**src/rtl/aqua_pkg.sv**
```systemverilog
// -----------------------------------------------------------------------------
// aqua_pkg
// Shared types for the issue path.
//   decode_s    : one decoded instruction as offered by the decode queue
//   sch_state_e : issue_scheduler FSM states
//   ISSUE_W_DEF : default issue-group width (lanes)
//   REG_AW_DEF  : architectural register address width
// -----------------------------------------------------------------------------
package aqua_pkg;

  localparam int ISSUE_W_DEF = 2;
  localparam int REG_AW_DEF  = 5;
  localparam int FUNCT_W     = 10;

  typedef struct packed {
    logic                  valid;
    logic [REG_AW_DEF-1:0] rd_addr;
    logic                  rd_wren;
    logic [REG_AW_DEF-1:0] rs1_addr;
    logic                  rs1_rden;
    logic [REG_AW_DEF-1:0] rs2_addr;
    logic                  rs2_rden;
    logic                  mem_access;
    logic [FUNCT_W-1:0]    funct;
  } decode_s;

  // IDLE  : nothing held, scheduler may pull a new group
  // SPLIT : remainder of a split group waits in the pending buffer
  typedef enum logic {
    IDLE  = 1'b0,
    SPLIT = 1'b1
  } sch_state_e;

endpackage

```
**src/rtl/sch_hazard_chk.sv**
```systemverilog
// -----------------------------------------------------------------------------
// sch_hazard_chk
// Purely combinational. Given a slice of ISSUE_W lanes (lane 0 oldest), returns
// the length of the hazard-free prefix: the position of the first valid lane
// j>0 that reads (rs1/rs2 with rden) or writes an rd written by an earlier
// valid lane, ignoring x0. With no such lane the whole slice is the prefix.
//   i_slice      : lanes to examine
//   o_prefix_len : number of leading lane positions safe to issue together
// Optional feature macro: SCH_MEM_PORT_CHECK_EN -- also ends the prefix at the
// second valid mem_access lane (single memory port).
// -----------------------------------------------------------------------------
module sch_hazard_chk
  import aqua_pkg::*;
#(
  parameter  int ISSUE_W = ISSUE_W_DEF,
  parameter  int REG_AW  = REG_AW_DEF,
  localparam int CNT_W   = $clog2(ISSUE_W + 1)
) (
  input  decode_s          i_slice [ISSUE_W],
  output logic [CNT_W-1:0] o_prefix_len
);

  function automatic logic reg_eq(input logic [REG_AW_DEF-1:0] a,
                                  input logic [REG_AW_DEF-1:0] b);
    return REG_AW'(a) == REG_AW'(b);
  endfunction

  always_comb begin
    logic found;
    logic hit;
    // NOTE: every combinational output gets a default before any branch so no
    // path leaves it unassigned -- that is what keeps latches from appearing.
    o_prefix_len = CNT_W'(ISSUE_W);
    found        = 1'b0;
    hit          = 1'b0;
    for (int j = 1; j < ISSUE_W; j++) begin
      hit = 1'b0;
      for (int i = 0; i < j; i++) begin
        if (i_slice[i].valid && i_slice[i].rd_wren && (i_slice[i].rd_addr != '0)) begin
          if ((i_slice[j].rs1_rden && reg_eq(i_slice[j].rs1_addr, i_slice[i].rd_addr)) ||
              (i_slice[j].rs2_rden && reg_eq(i_slice[j].rs2_addr, i_slice[i].rd_addr)) ||
              (i_slice[j].rd_wren  && reg_eq(i_slice[j].rd_addr,  i_slice[i].rd_addr))) begin
            hit = 1'b1;
          end
        end
`ifdef SCH_MEM_PORT_CHECK_EN
        if (i_slice[i].valid && i_slice[i].mem_access && i_slice[j].mem_access) begin
          hit = 1'b1;
        end
`endif
      end
      // Only the first conflicting valid lane sets the boundary.
      if (i_slice[j].valid && hit && !found) begin
        found        = 1'b1;
        o_prefix_len = CNT_W'(j);
      end
    end
  end

  // Fields this block never looks at, folded so they read as consumed.
  logic unused_bits;
  always_comb begin
    unused_bits = i_slice[0].rs1_rden ^ i_slice[0].rs2_rden ^
                  (^i_slice[0].rs1_addr) ^ (^i_slice[0].rs2_addr);
    for (int i = 0; i < ISSUE_W; i++) begin
      unused_bits = unused_bits ^ (^i_slice[i].funct);
`ifndef SCH_MEM_PORT_CHECK_EN
      unused_bits = unused_bits ^ i_slice[i].mem_access;
`endif
    end
  end

endmodule

```
**src/rtl/issue_scheduler.sv**
```systemverilog
// -----------------------------------------------------------------------------
// issue_scheduler
// Pulls issue groups from the decode queue and issues the hazard-free prefix of
// each group one cycle after transfer. Any remainder is held compacted in a
// pending buffer and issued on following non-stalled cycles (SPLIT state).
//   i_clk, i_rst        : clock, synchronous active-high reset
//   i_dque_sch_decode   : offered group, lane 0 oldest
//   i_dque_sch_ready    : decode queue holds a complete group
//   i_dque_sch_ack      : queue presents the group this cycle
//   i_stall             : backend cannot accept; everything holds
//   o_sch_dque_request  : scheduler pulls a new group (combinational)
//   o_sch_decode        : issued lanes, compacted at lane 0, registered
//   o_sch_issue_cnt     : number of valid issued lanes
// Optional feature macro: SCH_MEM_PORT_CHECK_EN (see sch_hazard_chk).
// -----------------------------------------------------------------------------
module issue_scheduler
  import aqua_pkg::*;
#(
  parameter  int ISSUE_W = ISSUE_W_DEF,
  parameter  int REG_AW  = REG_AW_DEF,
  localparam int CNT_W   = $clog2(ISSUE_W + 1),
  localparam int IDX_W   = $clog2(ISSUE_W)
) (
  input  logic             i_clk,
  input  logic             i_rst,
  input  decode_s          i_dque_sch_decode [ISSUE_W],
  input  logic             i_dque_sch_ready,
  input  logic             i_dque_sch_ack,
  input  logic             i_stall,
  output logic             o_sch_dque_request,
  output decode_s          o_sch_decode [ISSUE_W],
  output logic [CNT_W-1:0] o_sch_issue_cnt
);

  sch_state_e       state_q, state_d;
  decode_s          pend_q [ISSUE_W];
  decode_s          pend_d [ISSUE_W];
  decode_s          out_q  [ISSUE_W];
  decode_s          out_d  [ISSUE_W];
  logic [CNT_W-1:0] cnt_q, cnt_d;

  decode_s          slice  [ISSUE_W];
  logic [CNT_W-1:0] prefix_len;
  logic             xfer;

  assign o_sch_dque_request = i_dque_sch_ready & ~i_stall & (state_q == IDLE) & ~i_rst;
  assign xfer               = o_sch_dque_request & i_dque_sch_ack;

  // Work on the pending remainder in SPLIT, the incoming group on a transfer,
  // otherwise an empty slice so the outputs drain to count 0.
  always_comb begin
    for (int i = 0; i < ISSUE_W; i++) slice[i] = '0;
    if (state_q == SPLIT) begin
      slice = pend_q;
    end else if (xfer) begin
      slice = i_dque_sch_decode;
    end
  end

  sch_hazard_chk #(
    .ISSUE_W (ISSUE_W),
    .REG_AW  (REG_AW)
  ) u_hazard_chk (
    .i_slice      (slice),
    .o_prefix_len (prefix_len)
  );

  always_comb begin
    logic [CNT_W-1:0] n_issue;
    logic [CNT_W-1:0] n_rem;
    state_d = state_q;
    pend_d  = pend_q;
    out_d   = out_q;
    cnt_d   = cnt_q;
    n_issue = '0;
    n_rem   = '0;
    if (!i_stall) begin
      for (int i = 0; i < ISSUE_W; i++) begin
        out_d[i]  = '0;
        pend_d[i] = '0;
      end
      // NOTE: blocking assignments here are deliberate: the running counters
      // must be seen updated by the next loop iteration within the same pass.
      for (int i = 0; i < ISSUE_W; i++) begin
        if (slice[i].valid) begin
          if (CNT_W'(i) < prefix_len) begin
            out_d[n_issue[IDX_W-1:0]] = slice[i];
            n_issue                   = n_issue + 1'b1;
          end else begin
            pend_d[n_rem[IDX_W-1:0]] = slice[i];
            n_rem                    = n_rem + 1'b1;
          end
        end
      end
      cnt_d   = n_issue;
      state_d = (n_rem != '0) ? SPLIT : IDLE;
    end
  end

  always_ff @(posedge i_clk) begin
    if (i_rst) begin
      state_q <= IDLE;
      cnt_q   <= '0;
      // NOTE: the pending buffer is reset too, not just the state: a stale
      // valid bit left there would resurface as a ghost remainder.
      for (int i = 0; i < ISSUE_W; i++) begin
        pend_q[i] <= '0;
        out_q[i]  <= '0;
      end
    end else begin
      state_q <= state_d;
      cnt_q   <= cnt_d;
      pend_q  <= pend_d;
      out_q   <= out_d;
    end
  end

  assign o_sch_decode    = out_q;
  assign o_sch_issue_cnt = cnt_q;

endmodule

```
**config.mk**
```make
export PLATFORM = sky130hd
export DESIGN_NAME = issue_scheduler
export DESIGN_NICKNAME = d
export VERILOG_FILES = /design/src/rtl/aqua_pkg.sv /design/src/rtl/sch_hazard_chk.sv /design/src/rtl/issue_scheduler.sv
export SDC_FILE = /design/constraint.sdc
export NUM_CORES = 1
export LEC_CHECK = 0
export ABC_AREA = 1
export CORE_ASPECT_RATIO = 0.5
export CORE_UTILIZATION = 48
export DETAILED_ROUTE_END_ITERATION = 10
export PLACE_DENSITY = 0.8
export SYNTH_ARGS = -nofsm -noshare
export SYNTH_HDL_FRONTEND = slang
export SYNTH_SLANG_ARGS = --single-unit
```
**constraint.sdc**
```tcl
create_clock -name i_clk -period 2.9 [get_ports i_clk]
set_input_delay 0.725 -clock i_clk [delete_from_list [all_inputs] [get_ports i_clk]]
set_output_delay 0.725 -clock i_clk [all_outputs]
set_load 0.02 [all_outputs]
```
==> flow_results.xml, run 1 <==
<?xml version="1.0" encoding="UTF-8"?>
<metrics>
  <group name="status">
    <metric name="status" unit="">finished, final reports clean</metric>
  </group>
  <group name="logic_synthesis">
    <metric name="synth_top_cells_by_count" unit="">nand2_1, dfxtp_1, a21oi_1, inv_1, nand3_1</metric>
    <metric name="postSynthCellCount" unit="">644</metric>
    <metric name="synth_enable_flop_cells" unit="">0</metric>
    <metric name="synth_flop_cell" unit="">dfxtp_1</metric>
    <metric name="synth_cell_type_count" unit="">27</metric>
    <metric name="synth-seq-cells" unit="">92</metric>
    <metric name="yosys_warnings" unit="">0</metric>
    <metric name="synthDominantCellAreaShare" unit="">0.402</metric>
    <metric name="postSynthAreaPerCell" unit="sq um">7.12</metric>
    <metric name="yosys.area.top_type" unit="">dfxtp_1</metric>
    <metric name="post_synth_xor_area_fraction" unit="">0</metric>
    <metric name="synth-simple-area-share" unit="">0.305</metric>
    <metric name="synth-seq-area-share" unit="">0.402</metric>
    <metric name="async_flop_share" unit="">0</metric>
    <metric name="dominant_combinational_cell_family_by_area_after_synthesis" unit="">simple AND/OR/NAND/NOR gates</metric>
    <metric name="post_synth_mux_area_share" unit="">0</metric>
    <metric name="synth_most_common_cell" unit="">nand2_1</metric>
    <metric name="post_synth_fa_ha_maj_area_fraction" unit="">0.00273</metric>
    <metric name="synth_top_cells_by_area" unit="">dfxtp_1, nand2_1, a21oi_1</metric>
    <metric name="synthesized_area_fraction_occupied_by_ao_oa_aoi_and_oai_cells" unit="">0.174</metric>
    <metric name="syn_area" unit="sq um">4580</metric>
    <metric name="synth_nets" unit="">710</metric>
  </group>
  <group name="placed_design">
    <metric name="post_dp_cell_area" unit="sq um">6250</metric>
    <metric name="pre_cts_ws" unit="ns">-0.200</metric>
    <metric name="gp_congestion" unit="">0.959</metric>
    <metric name="dp.final_hpwl" unit="um">12200</metric>
    <metric name="numPortBuffers" unit="">127</metric>
  </group>
  <group name="drt">
    <metric name="remaining_drc_errors" unit="">0</metric>
    <metric name="final_antenna_net_count" unit="">0</metric>
    <metric name="num_vias" unit="">5131</metric>
    <metric name="postRouteWirelength" unit="um">16600</metric>
    <metric name="drt_pass1_iterations" unit="">5</metric>
    <metric name="number_of_drc_markers_in_iteration_0" unit="">604</metric>
    <metric name="route.detailed.wl_per_inst" unit="um">18.1</metric>
    <metric name="route.detailed.vias_per_inst" unit="">5.61</metric>
  </group>
  <group name="floorplanning">
    <metric name="initial_util" unit="">0.511</metric>
    <metric name="floorplan.rows" unit="">24</metric>
    <metric name="die-width" unit="um">140</metric>
    <metric name="die_h" unit="um">71.1</metric>
    <metric name="core_region_area" unit="sq um">8980</metric>
    <metric name="ports" unit="">128</metric>
    <metric name="die_area" unit="sq um">9970</metric>
  </group>
  <group name="clock_network">
    <metric name="htree_num_levels" unit="">3</metric>
    <metric name="ctsRootBufferMaster" unit="">clkbuf_16</metric>
    <metric name="postCtsHoldBufs" unit="">0</metric>
    <metric name="clock_insertion_delay_worst_skew" unit="ns">0.35</metric>
    <metric name="clock_path_buffers" unit="">2</metric>
    <metric name="clk_pin_slew" unit="ns">0.07</metric>
    <metric name="tritoncts" unit="">yes</metric>
    <metric name="cts-buffers-inserted" unit="">9</metric>
    <metric name="cts.sinks" unit="">92</metric>
  </group>
  <group name="sta">
    <metric name="grt_setup_unrepaired" unit="">false</metric>
    <metric name="min_period" unit="ns">2.78</metric>
    <metric name="maxSlewHeadroom" unit="">0.580</metric>
    <metric name="postLayoutSetupSlackWorst" unit="ns">0.122</metric>
    <metric name="worst_hold_slack" unit="ns">0.463</metric>
    <metric name="worst_slew_pin_tran" unit="ns">0.630</metric>
    <metric name="finalClockSkew" unit="ns">0.0112</metric>
    <metric name="fmaxAchievable" unit="MHz">360</metric>
    <metric name="finalHoldViolations" unit="">0</metric>
    <metric name="timing.final.max_slew_violations" unit="">0</metric>
    <metric name="finalCritPeriodShare" unit="">0.958</metric>
    <metric name="setup_viol" unit="">0</metric>
  </group>
  <group name="cells_and_area">
    <metric name="layout.cell_area.non_filler" unit="sq um">6590</metric>
    <metric name="final_net_count" unit="">859</metric>
    <metric name="antenna_cells" unit="">0</metric>
    <metric name="final_util" unit="">0.734</metric>
    <metric name="drive_above_1_share" unit="">0.123</metric>
    <metric name="num-fill-cells" unit="">731</metric>
    <metric name="area_delta_synth_final" unit="%">43.8</metric>
  </group>
  <group name="critical_path">
    <metric name="worst_path_required" unit="ns">3.13</metric>
    <metric name="path_max_fanout" unit="">7</metric>
    <metric name="worst-endpoint-arrival" unit="ns">3.01</metric>
    <metric name="worstSetupPathType" unit="">in -&gt; reg</metric>
    <metric name="setup.worst_path.start_class" unit="">input port</metric>
    <metric name="setup.worst_path.end_class" unit="">flip-flop</metric>
    <metric name="reg2reg_setup_slack" unit="ns">0.50</metric>
  </group>
  <group name="global_route">
    <metric name="grt_start_max_net_pins" unit="">61</metric>
    <metric name="global_route.overflow_total" unit="">0</metric>
    <metric name="grtUsageTotal" unit="">0.345</metric>
    <metric name="vias_in_the_first_global_route" unit="">4751</metric>
    <metric name="antenna_violations_before_repair" unit="">0</metric>
    <metric name="global_route_wire_length_before_repair" unit="um">26100</metric>
  </group>
  <group name="power_and_ir_drop">
    <metric name="power_per_cell_area" unit="nW/um^2">440</metric>
    <metric name="vdd_drop_max" unit="uV">273</metric>
    <metric name="p_leak" unit="nW">2.72</metric>
  </group>
  <group name="hold_path">
    <metric name="min_path_type" unit="">reg -&gt; reg</metric>
  </group>
  <group name="flow_run">
    <metric name="max_cap_violations" unit="">0</metric>
  </group>
</metrics>
==> report_power, final <==
group | total (mW) | internal, mW | leakage [nW] | switching (mW)
registers | 1.29 | 1.28 | 0.746 | 0.0115
logic | 0.373 | 0.172 | 1.83 | 0.202
clock network | 1.23 | 0.686 | 0.147 | 0.545
==> per-stage QoR <==
| step | cells | total power [mW] | setup TNS, ns |
|---|---|---|---|
| CTS | 911 | 2.91 | 0 |
| detailed placement | 895 | 1.69 | -2.61 |
| floorplan | 644 | 1.48 | 0 |
| global placement | 895 | 1.69 | -0.431 |
| global route | 915 | 2.98 | 0 |
| finish | 915 | 2.90 | 0 |
==> registers in the layout (all words and copies together), names as in the netlist <==
name,flops
pend_q,29
o_sch_issue_cnt,2
o_sch_decode,60
state_q,1
==> layout by cell type, fill, tap and decap left out, types with 2 or more instances in the layout <==
cell type        synthesis  routed
a21oi_1                 78      77
a221o_1                  4       4
a31oi_1                  6       6
a32oi_1                  2       2
buf_12                   0       6
buf_2                    7       2
buf_4                    1      56
clkbuf_16                0       9
clkdlybuf4s50_1          0     124
dfxtp_1                 92      92
inv_1                   69      69
inv_2                    2       2
inv_6                    0       3
nand2_1                141     141
nand3_1                 65      65
nand3_4                  2       2
nand4_1                 40      40
nor2_1                  34      33
nor2_4                   9       9
o2111ai_1                7       7
o211ai_1                26      26
o21ai_0                  9       9
==> cells by family after synthesis <==
family                   Yosys count
AND/OR/NAND/NOR                  294
AO/OA/AOI/OAI                    134
buffers and inverters            123
flip-flops                        92
adder cells (fa/ha/maj)            1
==> timing repair <==
item / in CTS / in global routing
gates resized for setup: 0 / 3
endpoints found under the setup margin: 0 / 2
endpoints found under the hold margin: 0 / 0
setup buffers: 0 / 4
==> cell type report <==
cell class	count	area [sq um]	area share
Clock inverter	6	80.1	0.0121
Clock buffer	10	229	0.0347
Inverter	71	267	0.0404
Sequential cell	92	1840	0.279
Timing Repair Buffer	190	1820	0.275
Multi-Input combinational cell	429	2210	0.336
Tap cell	117	146	0.0222
==> worst paths after layout <==
path	from	endpoint	cells past startpoint
max reg2reg	state_q	o_sch_issue_cnt[0]	14
min reg2reg	o_sch_decode[20]	o_sch_decode[20]	2
max	i_dque_sch_ready	o_sch_issue_cnt[0]	16
min	o_sch_decode[20]	o_sch_decode[20]	2
==> critical path, stage by stage <==
cell and delay, ns:
clkdlybuf4s50_1 0.48, inv_1 0.08, nor2_4 0.17, nand3_4 0.15, buf_6 0.18, nor2_4 0.15
inv_1 0.05, nand2_1 0.06, nand2_1 0.05, nor2_1 0.08, nand2_1 0.09, nand3_4 0.14
nand3_2 0.09, ha_1 0.30, o21bai_1 0.15, a21oi_1 0.08
==> metal layers <==
| metal | wire [um] | up-vias | track usage |
|---|---|---|---|
| li1 | - | 2475 | - |
| met1 | 7980 | 2393 | 0.509 |
| met2 | 6890 | 241 | 0.495 |
| met3 | 1490 | 22 | 0.0860 |
| met4 | 232 | 0 | 0.0952 |
| met5 | 0 | - | 0 |
Power figures use the tool's default switching activity.
==> run 2, diff against run 1 <==
Settings changed: CORE_ASPECT_RATIO 0.5 to 1.5.
==> run 2 against run 1 <==
Sequential power is essentially flat. Wire length shrank 5.1%. Critical path depth shrank 2. Register-to-register slack lost 0.02 ns. Sequential cell count is the same. Via count shrank 0.37%. Largest power group unchanged.
==> flow_results.xml, run 2 (synthesis gave the netlist of run 1 again) <==
<?xml version="1.0" encoding="UTF-8"?>
<metrics>
  <group name="status">
    <metric name="status" unit="">finished, final reports clean</metric>
  </group>
  <group name="power_and_ir_drop">
    <metric name="vdd_drop_max" unit="uV">343</metric>
    <metric name="power_per_cell_area" unit="nW/um^2">431</metric>
    <metric name="p_leak" unit="nW">2.71</metric>
  </group>
  <group name="drt">
    <metric name="drt_pass1_iterations" unit="">5</metric>
    <metric name="route.detailed.wl_per_inst" unit="um">17.3</metric>
    <metric name="num_vias" unit="">5112</metric>
    <metric name="remaining_drc_errors" unit="">0</metric>
    <metric name="final_antenna_net_count" unit="">0</metric>
    <metric name="postRouteWirelength" unit="um">15700</metric>
    <metric name="route.detailed.vias_per_inst" unit="">5.61</metric>
    <metric name="number_of_drc_markers_in_iteration_0" unit="">346</metric>
  </group>
  <group name="critical_path">
    <metric name="setup.worst_path.end_class" unit="">flip-flop</metric>
    <metric name="worstPathCellList" unit="">clkdlybuf4s50_1 &gt; nand3_4 &gt; buf_4 &gt; nor2_4 &gt; inv_1 &gt; nand2_1 &gt; nand2_1 &gt; nor2_1 &gt; nand2_1 &gt; nand3_4 &gt; nand3_2 &gt; ha_1 &gt; o21bai_1 &gt; a21oi_1</metric>
    <metric name="reg2reg_setup_slack" unit="ns">0.48</metric>
    <metric name="worst-endpoint-arrival" unit="ns">2.95</metric>
    <metric name="path_buf_inv" unit="">3</metric>
    <metric name="critical-path-top-delay-family" unit="">buffers and inverters</metric>
    <metric name="crit_slowest_cell" unit="">clkdlybuf4s50_1</metric>
    <metric name="worst_path_required" unit="ns">3.11</metric>
    <metric name="path_max_fanout" unit="">6</metric>
    <metric name="crit_top_cell" unit="">nand2_1</metric>
    <metric name="worstSetupPathType" unit="">in -&gt; reg</metric>
    <metric name="setup.worst_path.start_class" unit="">input port</metric>
    <metric name="delay_contributed_by_the_slowest_stage_of_the_critical_path" unit="ns">0.61</metric>
  </group>
  <group name="flow_run">
    <metric name="max_cap_violations" unit="">0</metric>
  </group>
  <group name="sta">
    <metric name="maxSlewHeadroom" unit="">0.568</metric>
    <metric name="worst_slew_pin_tran" unit="ns">0.648</metric>
    <metric name="grt_setup_unrepaired" unit="">false</metric>
    <metric name="min_period" unit="ns">2.74</metric>
    <metric name="postLayoutSetupSlackWorst" unit="ns">0.159</metric>
    <metric name="finalHoldViolations" unit="">0</metric>
    <metric name="setup_total_negative_slack" unit="ns">0</metric>
    <metric name="finalClockSkew" unit="ns">0.0123</metric>
    <metric name="timing.final.max_slew_violations" unit="">0</metric>
    <metric name="fmaxAchievable" unit="MHz">365</metric>
    <metric name="setup_viol" unit="">0</metric>
    <metric name="finalCritPeriodShare" unit="">0.945</metric>
  </group>
  <group name="clock_network">
    <metric name="cts-buffers-inserted" unit="">9</metric>
    <metric name="clk_pin_slew" unit="ns">0.07</metric>
    <metric name="postCtsHoldBufs" unit="">0</metric>
    <metric name="ctsRootBufferMaster" unit="">clkbuf_16</metric>
    <metric name="clock_insertion_delay_worst_skew" unit="ns">0.35</metric>
    <metric name="cts.sinks" unit="">92</metric>
    <metric name="tritoncts" unit="">yes</metric>
    <metric name="htree_num_levels" unit="">3</metric>
    <metric name="clock_path_buffers" unit="">2</metric>
  </group>
  <group name="floorplanning">
    <metric name="die_h" unit="um">122</metric>
    <metric name="die_area" unit="sq um">9950</metric>
    <metric name="initial_util" unit="">0.495</metric>
    <metric name="ports" unit="">128</metric>
    <metric name="die-width" unit="um">81.8</metric>
    <metric name="floorplan.rows" unit="">43</metric>
    <metric name="core_region_area" unit="sq um">9250</metric>
  </group>
  <group name="global_route">
    <metric name="grt_start_max_net_pins" unit="">65</metric>
    <metric name="antenna_violations_before_repair" unit="">0</metric>
    <metric name="vias_in_the_first_global_route" unit="">4883</metric>
    <metric name="global_route.overflow_total" unit="">0</metric>
    <metric name="grtUsageTotal" unit="">0.327</metric>
    <metric name="global_route_wire_length_before_repair" unit="um">24500</metric>
  </group>
  <group name="cells_and_area">
    <metric name="final_util" unit="">0.708</metric>
    <metric name="final_cells" unit="">911</metric>
    <metric name="antenna_cells" unit="">0</metric>
    <metric name="area_delta_synth_final" unit="%">42.8</metric>
    <metric name="final_net_count" unit="">860</metric>
    <metric name="layout.cell_area.non_filler" unit="sq um">6550</metric>
    <metric name="top_library_cells_by_usage_in_the_layout_fill_and_taps_aside" unit="">nand2_1, clkdlybuf4s50_1, dfxtp_1, a21oi_1, inv_1</metric>
    <metric name="flip_flop_count_of_the_largest_register_after_layout" unit="">60</metric>
    <metric name="layout.cells.most_common" unit="">nand2_1</metric>
    <metric name="drive_above_1_share" unit="">0.129</metric>
    <metric name="num-fill-cells" unit="">798</metric>
  </group>
  <group name="placed_design">
    <metric name="post_dp_cell_area" unit="sq um">6170</metric>
    <metric name="gp_congestion" unit="">0.907</metric>
    <metric name="numPortBuffers" unit="">127</metric>
    <metric name="dp.final_hpwl" unit="um">11600</metric>
    <metric name="pre_cts_ws" unit="ns">-0.289</metric>
    <metric name="place_inst" unit="">887</metric>
  </group>
  <group name="hold_path">
    <metric name="min_path_type" unit="">reg -&gt; reg</metric>
  </group>
</metrics>
==> run 2: repair_timing <==
action                     CTS  global route
pin swaps                    0             2
resized for setup            1             5
hold endpoints to repair     0             0
buffers inserted             0             8
setup endpoints to repair    1             9
cloned                       0             0
==> run 2: layout make-up <==
cell class,instances,area (sq um),area share
Sequential cell,92,1840,0.281
Multi-Input combinational cell,429,2220,0.339
Clock buffer,9,225,0.0344
Inverter,71,267,0.0407
Clock inverter,7,73.8,0.0113
Timing Repair Buffer,191,1780,0.272
Tap cell,112,140,0.0214
==> run 2: metrics by stage <==
step           total power [mW]  hold WS, ns
3_3_place_gp               1.67        0.441
2_1_floorplan              1.48        0.435
3_5_place_dp               1.68        0.447
6_report                   2.82        0.458
5_1_grt                    2.92        0.484
4_1_cts                    2.82        0.457
==> run 2: final timing paths <==
| path | startpoint | end | depth (start not counted) |
|---|---|---|---|
| max | i_dque_sch_ack | o_sch_issue_cnt[0] | 14 |
| min | pend_q[33] | pend_q[33] | 2 |
| max reg2reg | state_q | o_sch_issue_cnt[0] | 14 |
| min reg2reg | pend_q[33] | pend_q[33] | 2 |
==> run 2: worst register-to-register path, cell delays in order, from the launching register on <==
cell and delay, ns:
dfxtp_1 0.38, nor2_4 0.30, nand3_4 0.17, buf_4 0.18, nor2_4 0.15, inv_1 0.06
nand2_1 0.07, nand2_1 0.06, nor2_1 0.08, nand2_1 0.09, nand3_4 0.13, nand3_2 0.08
ha_1 0.30, o21bai_1 0.15, a21oi_1 0.10
==> run 2: where the power goes <==
part / switching, mW / internal [mW]
logic: 0.192 / 0.171
clock network: 0.555 / 0.610
registers: 0.0113 / 1.28
total: 0.759 / 2.06
==> run 2: per-layer routing <==
metal,global-route usage,routed length (um),vias up
li1,-,-,2480
met1,0.409,6410,2369
met2,0.549,8010,235
met3,0.0517,879,28
met4,0.133,446,0
met5,0,0,-
